<file path="src/rtl/mult_pkg.sv">
// Shared types and constants for the sequential shift-add multiplier controller.
package mult_pkg;

  localparam int MULT_WIDTH = 32;

  typedef enum logic [2:0] {
    IDLE,
    LOAD,
    ADD,
    SHIFT,
    DONE
  } mult_state_t;

endpackage

</file>
<file path="src/rtl/mult_seq_ctrl.sv">
// Sequencer for a radix-2 shift-add multiplier: handshakes an operation in, steps the
// external A/B/M datapath through WIDTH add/shift iterations, and handshakes the product out.
module mult_seq_ctrl
  import mult_pkg::*;
#(
  parameter  int WIDTH = MULT_WIDTH,
  localparam int CNT_W = $clog2(WIDTH)
) (
  input  logic             Clk,
  input  logic             Reset_n,
  input  logic             Req_Valid,
  output logic             Req_Ready,
  input  logic             Req_Signed,
  input  logic             Abort,
  output logic             Resp_Valid,
  input  logic             Resp_Ready,
  input  logic             B_Lsb,
  input  logic             Sum_X,
  output logic             Clr_A,
  output logic             Ld_B,
  output logic             Ld_M,
  output logic             Ld_A,
  output logic             Sub,
  output logic             Shift_En,
  output logic             A_Shift_In,
  output logic             Busy,
  output logic [CNT_W-1:0] Count
);

  localparam logic [CNT_W-1:0] LAST_CNT = CNT_W'(WIDTH - 1);

  mult_state_t      state_q, state_d;
  logic [CNT_W-1:0] count_q, count_d;
  logic             x_q, x_d;
  logic             signed_q, signed_d;
  logic             req_ready_q, resp_valid_q, busy_q;
  logic             clr_a_q, ld_b_q, ld_m_q, shift_en_q;
  logic             last_iter;

  assign last_iter = (count_q == LAST_CNT);

  // X carries the bit above A: the adder carry for unsigned, the running sign of A for signed.
  always_comb begin
    state_d  = state_q;
    count_d  = count_q;
    x_d      = x_q;
    signed_d = signed_q;
    case (state_q)
      IDLE: begin
        if (Req_Valid) begin
          state_d  = LOAD;
          signed_d = Req_Signed;
        end
      end
      LOAD: begin
        state_d = ADD;
        count_d = '0;
        x_d     = 1'b0;
      end
      ADD: begin
        state_d = SHIFT;
        x_d     = B_Lsb ? Sum_X : (signed_q & x_q);
      end
      SHIFT: begin
        x_d = signed_q & x_q;
        if (last_iter) begin
          state_d = DONE;
        end else begin
          state_d = ADD;
          count_d = count_q + CNT_W'(1);
        end
      end
      DONE: begin
        if (Resp_Ready) begin
          state_d = IDLE;
        end
      end
      default: state_d = IDLE;
    endcase
    if (Abort && (state_q != IDLE)) begin
      state_d = IDLE;
    end
    if ((state_d == IDLE) && (state_q != IDLE)) begin
      count_d = '0;
      x_d     = 1'b0;
    end
  end

  // Moore strobes are registered from the next state so they line up with state_q.
  always_ff @(posedge Clk or negedge Reset_n) begin
    if (!Reset_n) begin
      state_q      <= IDLE;
      count_q      <= '0;
      x_q          <= 1'b0;
      signed_q     <= 1'b0;
      req_ready_q  <= 1'b1;
      resp_valid_q <= 1'b0;
      busy_q       <= 1'b0;
      clr_a_q      <= 1'b0;
      ld_b_q       <= 1'b0;
      ld_m_q       <= 1'b0;
      shift_en_q   <= 1'b0;
    end else begin
      state_q      <= state_d;
      count_q      <= count_d;
      x_q          <= x_d;
      signed_q     <= signed_d;
      req_ready_q  <= (state_d == IDLE);
      resp_valid_q <= (state_d == DONE);
      busy_q       <= (state_d != IDLE);
      clr_a_q      <= (state_d == LOAD);
      ld_b_q       <= (state_d == LOAD);
      ld_m_q       <= (state_d == LOAD);
      shift_en_q   <= (state_d == SHIFT);
    end
  end

  assign Req_Ready  = req_ready_q;
  assign Resp_Valid = resp_valid_q;
  assign Busy       = busy_q;
  assign Clr_A      = clr_a_q;
  assign Ld_B       = ld_b_q;
  assign Ld_M       = ld_m_q;
  assign Shift_En   = shift_en_q;
  assign A_Shift_In = x_q;
  assign Count      = count_q;

  // Signed operands weight the multiplier MSB negatively, so the last add becomes a subtract.
  assign Ld_A = (state_q == ADD) & B_Lsb;
  assign Sub  = Ld_A & signed_q & last_iter;

endmodule

</file>
<file path="config.mk">
export PLATFORM = sky130hd
export DESIGN_NAME = mult_seq_ctrl
export DESIGN_NICKNAME = d
export VERILOG_FILES = /design/src/rtl/mult_pkg.sv /design/src/rtl/mult_seq_ctrl.sv
export SDC_FILE = /design/constraint.sdc
export NUM_CORES = 1
export LEC_CHECK = 0
export ABC_AREA = 0
export ABC_CLOCK_PERIOD_IN_PS = 1900
export CORE_MARGIN = 10
export CORE_UTILIZATION = 40
export DETAILED_ROUTE_END_ITERATION = 16
export DONT_BUFFER_PORTS = 1
export GPL_TIMING_DRIVEN = 0
export PLACE_DENSITY = 0.56
export SKIP_CTS_REPAIR_TIMING = 1
export SYNTH_ARGS = -nofsm -noshare
export SYNTH_HDL_FRONTEND = slang
export SYNTH_SLANG_ARGS = --single-unit
</file>
<file path="constraint.sdc">
create_clock -name Clk -period 1.9 [get_ports Clk]
set_input_delay 0.19 -clock Clk [delete_from_list [all_inputs] [get_ports Clk]]
set_output_delay 0.19 -clock Clk [all_outputs]
set_load 0.05 [all_outputs]
</file>
== Word-level counts from Yosys, hierarchy flattened ==
Cells that the tools add are included.

* $add $sub $neg: 1
* Eq/ne operators: 9
* Muxes and demuxes: 11
* Bitwise logic cells: 4
* Reduce and logical (&&, ||, !) cells: 10

{| class="wikitable"
|+ Operators with widths
! kind !! number
|-
| case mux 3 bit (5 select lines) || 1
|-
| 2-to-1 mux 3 bit || 4
|-
| 2-to-1 mux 5 bit || 2
|-
| case mux 5 bit (2 select lines) || 1
|-
| == test 3 x 2 -> 1 bit (second input constant) || 3
|-
| nonzero test 3 bit || 3
|-
| == test 3 x 1 -> 1 bit (second input constant) || 2
|-
| == test 3 bit (second input constant) || 2
|-
| logical NOT 3 bit || 2
|-
| adder 5 x 1 -> 5 bit (second input constant) || 1
|-
| == test 5 bit (second input constant) || 1
|-
| AND 1 bit || 4
|-
| AND reduction 2 bit || 2
|-
| nonzero test 4 bit || 1
|-
| inequality test 3 bit (second input constant) || 1
|-
| case mux 1 bit (3 select lines) || 1
|-
| logical AND 1 bit || 2
|-
| 2-to-1 mux 1 bit || 2
|}

* Flip-flop bits (word level): 15
* Output and inout port bits: 15

== Depth between registers and ports, before layout ==
Gate-level depths: netlist of run 1.

* Depth after elaboration: 8
* Gate-level depth with buffers: 8

== Worst setup path after synthesis of run 1 ==
OpenSTA, ideal clock, no wires.

* Path kind: reg2out
* Start: reg count_q[0] (netlist: Count[0])
* End: out Sub
* Data arrival time: 2.008 ns
* Required time: 1.710 ns
* Slack: -0.298 ns
* Cell stages (with the launch flop): 6
* Buffers on the path: 1
* Cells stage by stage: dfrtp_1 ha_1 and3_1 ha_1 clkbuf_1 and3_1

* Word-level cells in the longest chain between the ends: 2

{| class="wikitable"
|+ RTL lines
! element !! RTL line !! RTL
|-
| from (decl) || mult_seq_ctrl.sv:33 || <nowiki>logic [CNT_W-1:0] count_q, count_d;</nowiki>
|-
| from (signal assigned) || mult_seq_ctrl.sv:105 || <nowiki>count_q <= count_d;</nowiki>
|-
| == test 5 bit || mult_seq_ctrl.sv:40 || <nowiki>assign last_iter = (count_q == LAST_CNT);</nowiki>
|-
| AND 1 bit || mult_seq_ctrl.sv:130 || <nowiki>assign Sub = Ld_A & signed_q & last_iter;</nowiki>
|-
| to (decl) || mult_seq_ctrl.sv:23 || <nowiki>output logic Sub,</nowiki>
|}

No other way between the ends.

== Final worst setup path of run 1 ==
Ends and elaborated chain as after synthesis.

==> metrics.md, run 1 <==
| Metric | Value |
|---|---|
| Outcome | `finished, violations left` |
| Violations in the final reports | `setup timing` |
| Number of diodes | `0` |
| Yosys cell types | `32` |
| Chip Width | `65.3 um` |
| Max-Cap Viols | `0` |
| First-pass GRT wire length | `3.08 mm` |
| TritonCTS Buffers | `3` |
| Grt total ovfl | `0` |
| Largest net degree at the start of global routing | `16` |
| WL/cell | `17.2 um` |
| Synthesized Nets | `90` |
| Hold_sp | `Req_Signed` |
| Critical path class | `flop to primary output` |
| Share of layout cells above drive strength 1 | `0.416` |
| CP Launch Type | `flop` |
| Dpl hpwl | `1.39 mm` |
| DRT iter0 DRCs | `14` |
| Async SR Flop Fraction | `1.00` |
| Worst Slack Setup Final | `-0.0872 ns` |
| Leak | `0.000389 uW` |
| Rows | `16` |
| Synthesis-to-layout area growth | `23.0%` |
| Count of final setup violators | `7` |
| DR pass1 iterations | `2` |
| Synthesized cell area | `821 um^2` |
| Port Buffers | `0` |
| Most Crowded Layer GR | `met2` |
| Skew-Pair Late Insertion Delay | `0.29 ns` |
| Number of global-route vias before repair | `607` |
| Root Driver | `clkbuf_4` |
| Core area | `0.00196 mm^2` |
| Final Wtd Congestion | `0.737` |
| Post-route core utilization | `0.515` |
| H-Tree Depth | `1` |
| Tot GR Track Use | `0.0937` |
| Worst Clk Skew | `0.00497 ns` |
| CP endpoint kind | `primary output` |
| Worst path cell trace | `ha_4 -> and3_4 -> ha_4 -> buf_6 -> and3_4` |
| Vias | `639` |
| CTS max path bufs | `2` |
| #FFs+latches synth | `15` |
| DP Worst Slack | `-0.243 ns` |
| CP max stage delay | `0.60 ns` |
| Initial Util | `0.418` |
| Period utilization | `1.05` |
| Slew Limit Fails | `0` |
| Setup TNS | `-0.271 ns` |
| Critical-path top delay cell | `dfrtp_4` |
| Final nets | `100` |
| M2 GR Usage | `0.139` |
| Fill cell count | `200` |
| Ys Warns | `0` |
| Worst-Margin Slew | `0.694 ns` |
| Routed Antenna Nets | `0` |
| Clk slew on worst S/H paths | `0.10 ns` |
| Synth Instances | `80` |
| RSZ-0062 raised after global routing | `yes` |
| Synthesized area per cell | `10.3 um^2` |
| Initial antenna violation count | `0` |
| Worst flop-to-flop path startpoint | `Count[0]$_DFFE_PN0P_` |
| Arrival @ worst endpoint | `1.80 ns` |
| Die height | `65.3 um` |
| Met3 usage | `0.0695` |
| # clock sinks | `15` |
| PwrDens | `937 mW/mm^2` |
| CTS tree | `yes` |
| Die Footprint | `0.00426 mm^2` |
| Worst min-delay path class | `input pin to flop` |
| Met1 Resource Use GR | `0.0983` |
| Ys flop type | `dfrtp_1` |
| Avg Vias per Cell | `5.51` |
| Routed WL | `1.99 mm` |
| Post-route DRC | `0` |
| Final Hold Violating Endpoints | `0` |
| I/O pins | `23` |
| Post-synth EDFFs | `0` |
| Critical path startpoint | `Count[0]$_DFFE_PN0P_` |
| Crit-path max FO | `8` |
| Data required time of the critical path | `1.71 ns` |
| VDD IR max | `0.457 mV` |
| F_max | `0.503 GHz` |
| Register area share after synthesis | `0.459` |
| Total power | `946 uW` |
| Final min period | `1.99 ns` |
| Relative slew slack | `0.536` |
-- cell usage after synthesis, types with 2 or more instances --
cell	number	share of area
a31oi_1	2	0.015
nor3_1	3	0.018
ha_1	2	0.030
mux2_2	2	0.027
nand3_1	2	0.012
buf_2	2	0.012
dfrtp_1	14	0.43
buf_4	3	0.027
nor2_1	6	0.027
a21oi_2	3	0.032
a21oi_1	2	0.012
nand2b_1	4	0.030
and3_1	2	0.015
nand2_1	6	0.027
and2_1	2	0.015
nand4b_1	2	0.021
a22oi_1	3	0.027
o21ai_0	3	0.018
nor3b_1	2	0.018
inv_1	2	0.0091
a21o_1	2	0.018
-- power breakdown --
part | total [uW] | switching, uW | internal (uW)
clock network | 190 | 111 | 78.4
registers | 512 | 141 | 371
logic | 244 | 151 | 93.2
total | 946 | 404 | 543
-- final cells by class --
class	count	area [um^2]	area share
plain buffers	7	47.5	0.0471
clock buffers	3	22.5	0.0223
clock inverters	1	5.00	0.00496
inverters	2	7.51	0.00743
multi-input cells	56	459	0.455
flip-flops and latches	15	388	0.384
well taps	27	33.8	0.0335
repair buffers	5	46.3	0.0458
-- cells by family after synthesis --
kind of cell	after synthesis	synth area share
simple gates	32	0.219
compound gates	20	0.206
flops	15	0.459
buf+inv	9	0.0579
mux	2	0.0274
fa+ha+maj	2	0.0305
-- placed cells by master (no fill, tap or decap), drive strengths merged --
master | netlist | layout
dfrtp | 14 | 14
buf | 6 | 10
nand2 | 6 | 6
nor2 | 6 | 6
a21oi | 6 | 6
nand2b | 4 | 4
o21ai | 3 | 3
nor3 | 3 | 3
clkbuf | 1 | 3
a22oi | 3 | 3
and3 | 2 | 2
a31oi | 2 | 2
a21o | 2 | 2
nand4b | 2 | 2
inv | 2 | 2
and2 | 2 | 2
nor3b | 2 | 2
mux2 | 2 | 2
nand3 | 2 | 2
ha | 2 | 2
dlygate4sd3 | 0 | 2
dfstp | 1 | 1
a2111oi | 1 | 1
or3 | 1 | 1
or4b | 1 | 1
a311oi | 1 | 1
o31ai | 1 | 1
nand3b | 1 | 1
o221ai | 1 | 1
clkinv | 0 | 1
-- sequential cells by signal, summed over array words and instances, names as in the netlist --
name / flops
Shift_En: 1
Ld_M: 1
state_q: 3
A_Shift_In: 1
Req_Ready: 1
Busy: 1
Count: 5
signed_q: 1
Resp_Valid: 1
-- worst max-delay path: cells and delay by family (launching register included) --
kind	cells	cell delay, ns
adders and majority gates	2	0.38
DFF	1	0.60
buffers and inverters	1	0.13
and+or+nand+nor	2	0.41
-- routing by layer --
layer | vias up | wire length [um]
met5 | - | 0
met4 | 0 | 27
met3 | 6 | 201
met2 | 21 | 951
met1 | 308 | 813
li1 | 304 | -
-- per-stage QoR --
step / hold slack (ns) / area, um^2 / instances
global route: 0.0241 / 1010 / 116
CTS: -0.428 / 903 / 111
global placement: -0.105 / 876 / 107
detailed placement: -0.105 / 876 / 107
floorplan: -0.106 / 842 / 80
finish: 0.0376 / 1010 / 116
-- worst paths after layout --
check                      slack [ns]                   end  cells past startpoint
min                              0.04  signed_q$_DFFE_PN0P_                      1
max reg2reg                     -0.04  Count[1]$_DFFE_PN0P_                      8
max                             -0.09                   Sub                      5
max in group asynchronous        1.01  Count[1]$_DFFE_PN0P_                      1
min reg2reg                      0.56  signed_q$_DFFE_PN0P_                      1
min in group asynchronous        0.37    Shift_En$_DFF_PN0_                      1
Power figures use the tool's default switching activity.
==> inputs of run 2 (changes only) <==
- CORE_UTILIZATION: 40 -> 53
- PLACE_DENSITY: 0.56 -> 0.71
==> metrics.md, run 2 (synthesis results as in run 1) <==
| Metric | Value |
|---|---|
| Dpl hpwl | `1.28 mm (-7.9%)` |
| Post-route DRC | `0 (unchanged)` |
| Period utilization | `1.06 (+0.0144)` |
| PwrDens | `938 mW/mm^2 (+0.10%)` |
| Relative slew slack | `0.564 (+0.0278)` |
| Rows | `14 (-2)` |
| VDD IR max | `0.673 mV (+47%)` |
| CP max stage delay | `0.59 ns (about the same)` |
| Commonest non-fill, non-tap cell in the layout | `dfrtp_1` |
| DR pass1 iterations | `5 (+3)` |
| Skew-Pair Late Insertion Delay | `0.28 ns (about the same)` |
| Final Hold Violating Endpoints | `0 (unchanged)` |
| Data required time of the critical path | `2.07 ns (+0.36 ns)` |
| Final min period | `2.01 ns (+0.0274 ns)` |
| CP endpoint kind | `flop` |
| Final nets | `100 (unchanged)` |
| Multi-input gate area | `442 um^2 (-3.8%)` |
| Net Sw Frac | `0.411 (-0.0157)` |
| Sequential power share | `0.554 (+0.013)` |
| Worst path cell trace | `ha_4 -> and3_4 -> ha_4 -> nand4b_1 -> a21oi_4 -> a311oi_4 -> buf_6 -> nor2_1` |
| Critical-path top delay cell | `dfrtp_4` |
| Internal power | `539 uW (-0.60%)` |
| I/O pins | `23 (unchanged)` |
| Number of global-route vias before repair | `569 (-6.3%)` |
| Crit-path max FO | `6 (-2)` |
| Number of diodes | `0 (unchanged)` |
| TritonCTS Buffers | `3 (unchanged)` |
| Hold Slack | `0.0219 ns (-0.0157 ns)` |
| Worst min-delay path class | `input pin to flop` |
| DRT iter0 DRCs | `10 (-4)` |
| F_max | `0.496 GHz (-1.4%)` |
| Slew Limit Fails | `0 (unchanged)` |
| Largest net degree at the start of global routing | `16 (unchanged)` |
| CTS max path bufs | `2 (unchanged)` |
| P_sw | `376 uW (-6.8%)` |
| Clock Power Share | `0.189 (-0.011)` |
| Clk slew on worst S/H paths | `0.08 ns (-0.02 ns)` |
| Outcome | `finished, violations left` |
| Routed WL | `1.82 mm (-9.0%)` |
| Gate power share | `0.257 (about the same)` |
| Leak | `0.000380 uW (-2.3%)` |
| Worst-Margin Slew | `0.652 ns (-0.0415 ns)` |
| Final Wtd Congestion | `0.711 (-3.6%)` |
| Core area | `0.00149 mm^2 (-24%)` |
| Arrival @ worst endpoint | `2.18 ns (+0.38 ns)` |
| Routed Antenna Nets | `0 (unchanged)` |
| Share of layout cells above drive strength 1 | `0.348 (-0.0674)` |
| First-pass GRT wire length | `2.76 mm (-10%)` |
| Max-Cap Viols | `0 (unchanged)` |
| Grt total ovfl | `0 (unchanged)` |
| Port Buffers | `0 (unchanged)` |
| Largest register FFs | `5 (unchanged)` |
| Tot GR Track Use | `0.101 (+0.00702)` |
| Avg Vias per Cell | `5.94 (+7.9%)` |
| Chip Width | `59.4 um (-9.1%)` |
| Highest-count cells in the layout ignoring fill and taps | `dfrtp_1 (10), nand2_1 (6), buf_4 (5)` |
| CP Launch Type | `flop` |
| Die height | `59.4 um (-9.1%)` |
| H-Tree Depth | `1 (unchanged)` |
| Crit path max-delay family | `flip-flops` |
| Fill cell count | `123 (-39%)` |
| Most used cell, CP | `ha_4` |
| Worst Slack Setup Final | `-0.115 ns (-0.0274 ns)` |
| Count of final setup violators | `7 (unchanged)` |
| # clock sinks | `15 (unchanged)` |
| CP bufs+invs | `1 (unchanged)` |
| Vias | `624 (-2.3%)` |
| Initial antenna violation count | `0 (unchanged)` |
| Initial Util | `0.551 (+0.133)` |
| CTS tree | `yes` |
| Total power | `916 uW (-3.2%)` |
| Die Footprint | `0.00352 mm^2 (-17%)` |
| Violations in the final reports | `setup timing` |
| WL/cell | `17.3 um (+0.56%)` |
| Worst Clk Skew | `0.00539 ns (+0.000411 ns)` |
| Register area | `387 um^2 (-0.32%)` |
| Critical path class | `flop to flop` |
| Root Driver | `clkbuf_4` |
| Synthesis-to-layout area growth | `18.9%` |
| RSZ-0062 raised after global routing | `yes` |
[run 2: layout make-up]
cell class,count,area share
sequential,15,0.396
timing repair buffer,5,0.0474
multi-input combinational,56,0.453
buffer,7,0.0487
tap,16,0.0205
inverter,2,0.00769
clock buffer,4,0.0269
[run 2: stage by stage]
stage                TNS, ns  instance area [um^2]  cells   util  setup slack (ns)
floorplan           -0.00644                   842     80      -          -0.00644
global placement       -1.25                   862     96  0.579            -0.193
detailed placement     -1.34                   862     96  0.579            -0.206
CTS                    -1.74                   888    100  0.597            -0.502
global route           -1.20                   976    105  0.655            -0.184
finish                -0.708                   976    105  0.655            -0.115
[run 2: power by group through the flow]
stage	clock (uW)	combinational (uW)	sequential (uW)
floorplan	0	177	498
global placement	0	201	511
detailed placement	0	208	511
CTS	177	207	505
global route	194	264	518
finish	173	235	508
[run 2: path summary, 6_finish.rpt]
kind / startpoint / end / slack, ns / depth (start not counted)
hold / removal: Abort / state_q[0]$_DFF_PN0_ / 0.02 / 1
hold reg to reg: signed_q$_DFFE_PN0P_ / signed_q$_DFFE_PN0P_ / 0.55 / 1
max in group asynchronous: Reset_n / Count[0]$_DFFE_PN0P_ / 1.05 / 1
min in group asynchronous: Reset_n / Resp_Valid$_DFF_PN0_ / 0.37 / 1
setup / recovery: Count[0]$_DFFE_PN0P_ / Count[4]$_DFFE_PN0P_ / -0.11 / 8
setup reg to reg: Count[0]$_DFFE_PN0P_ / Count[4]$_DFFE_PN0P_ / -0.11 / 8
[run 2: routing by layer]
| metal | up-vias | track usage | wire length (um) |
|---|---|---|---|
| met5 | - | 0 | 0 |
| met4 | 0 | 0.00984 | 12 |
| met3 | 2 | 0.0730 | 255 |
| met2 | 22 | 0.155 | 831 |
| met1 | 296 | 0.114 | 716 |
| li1 | 304 | - | - |
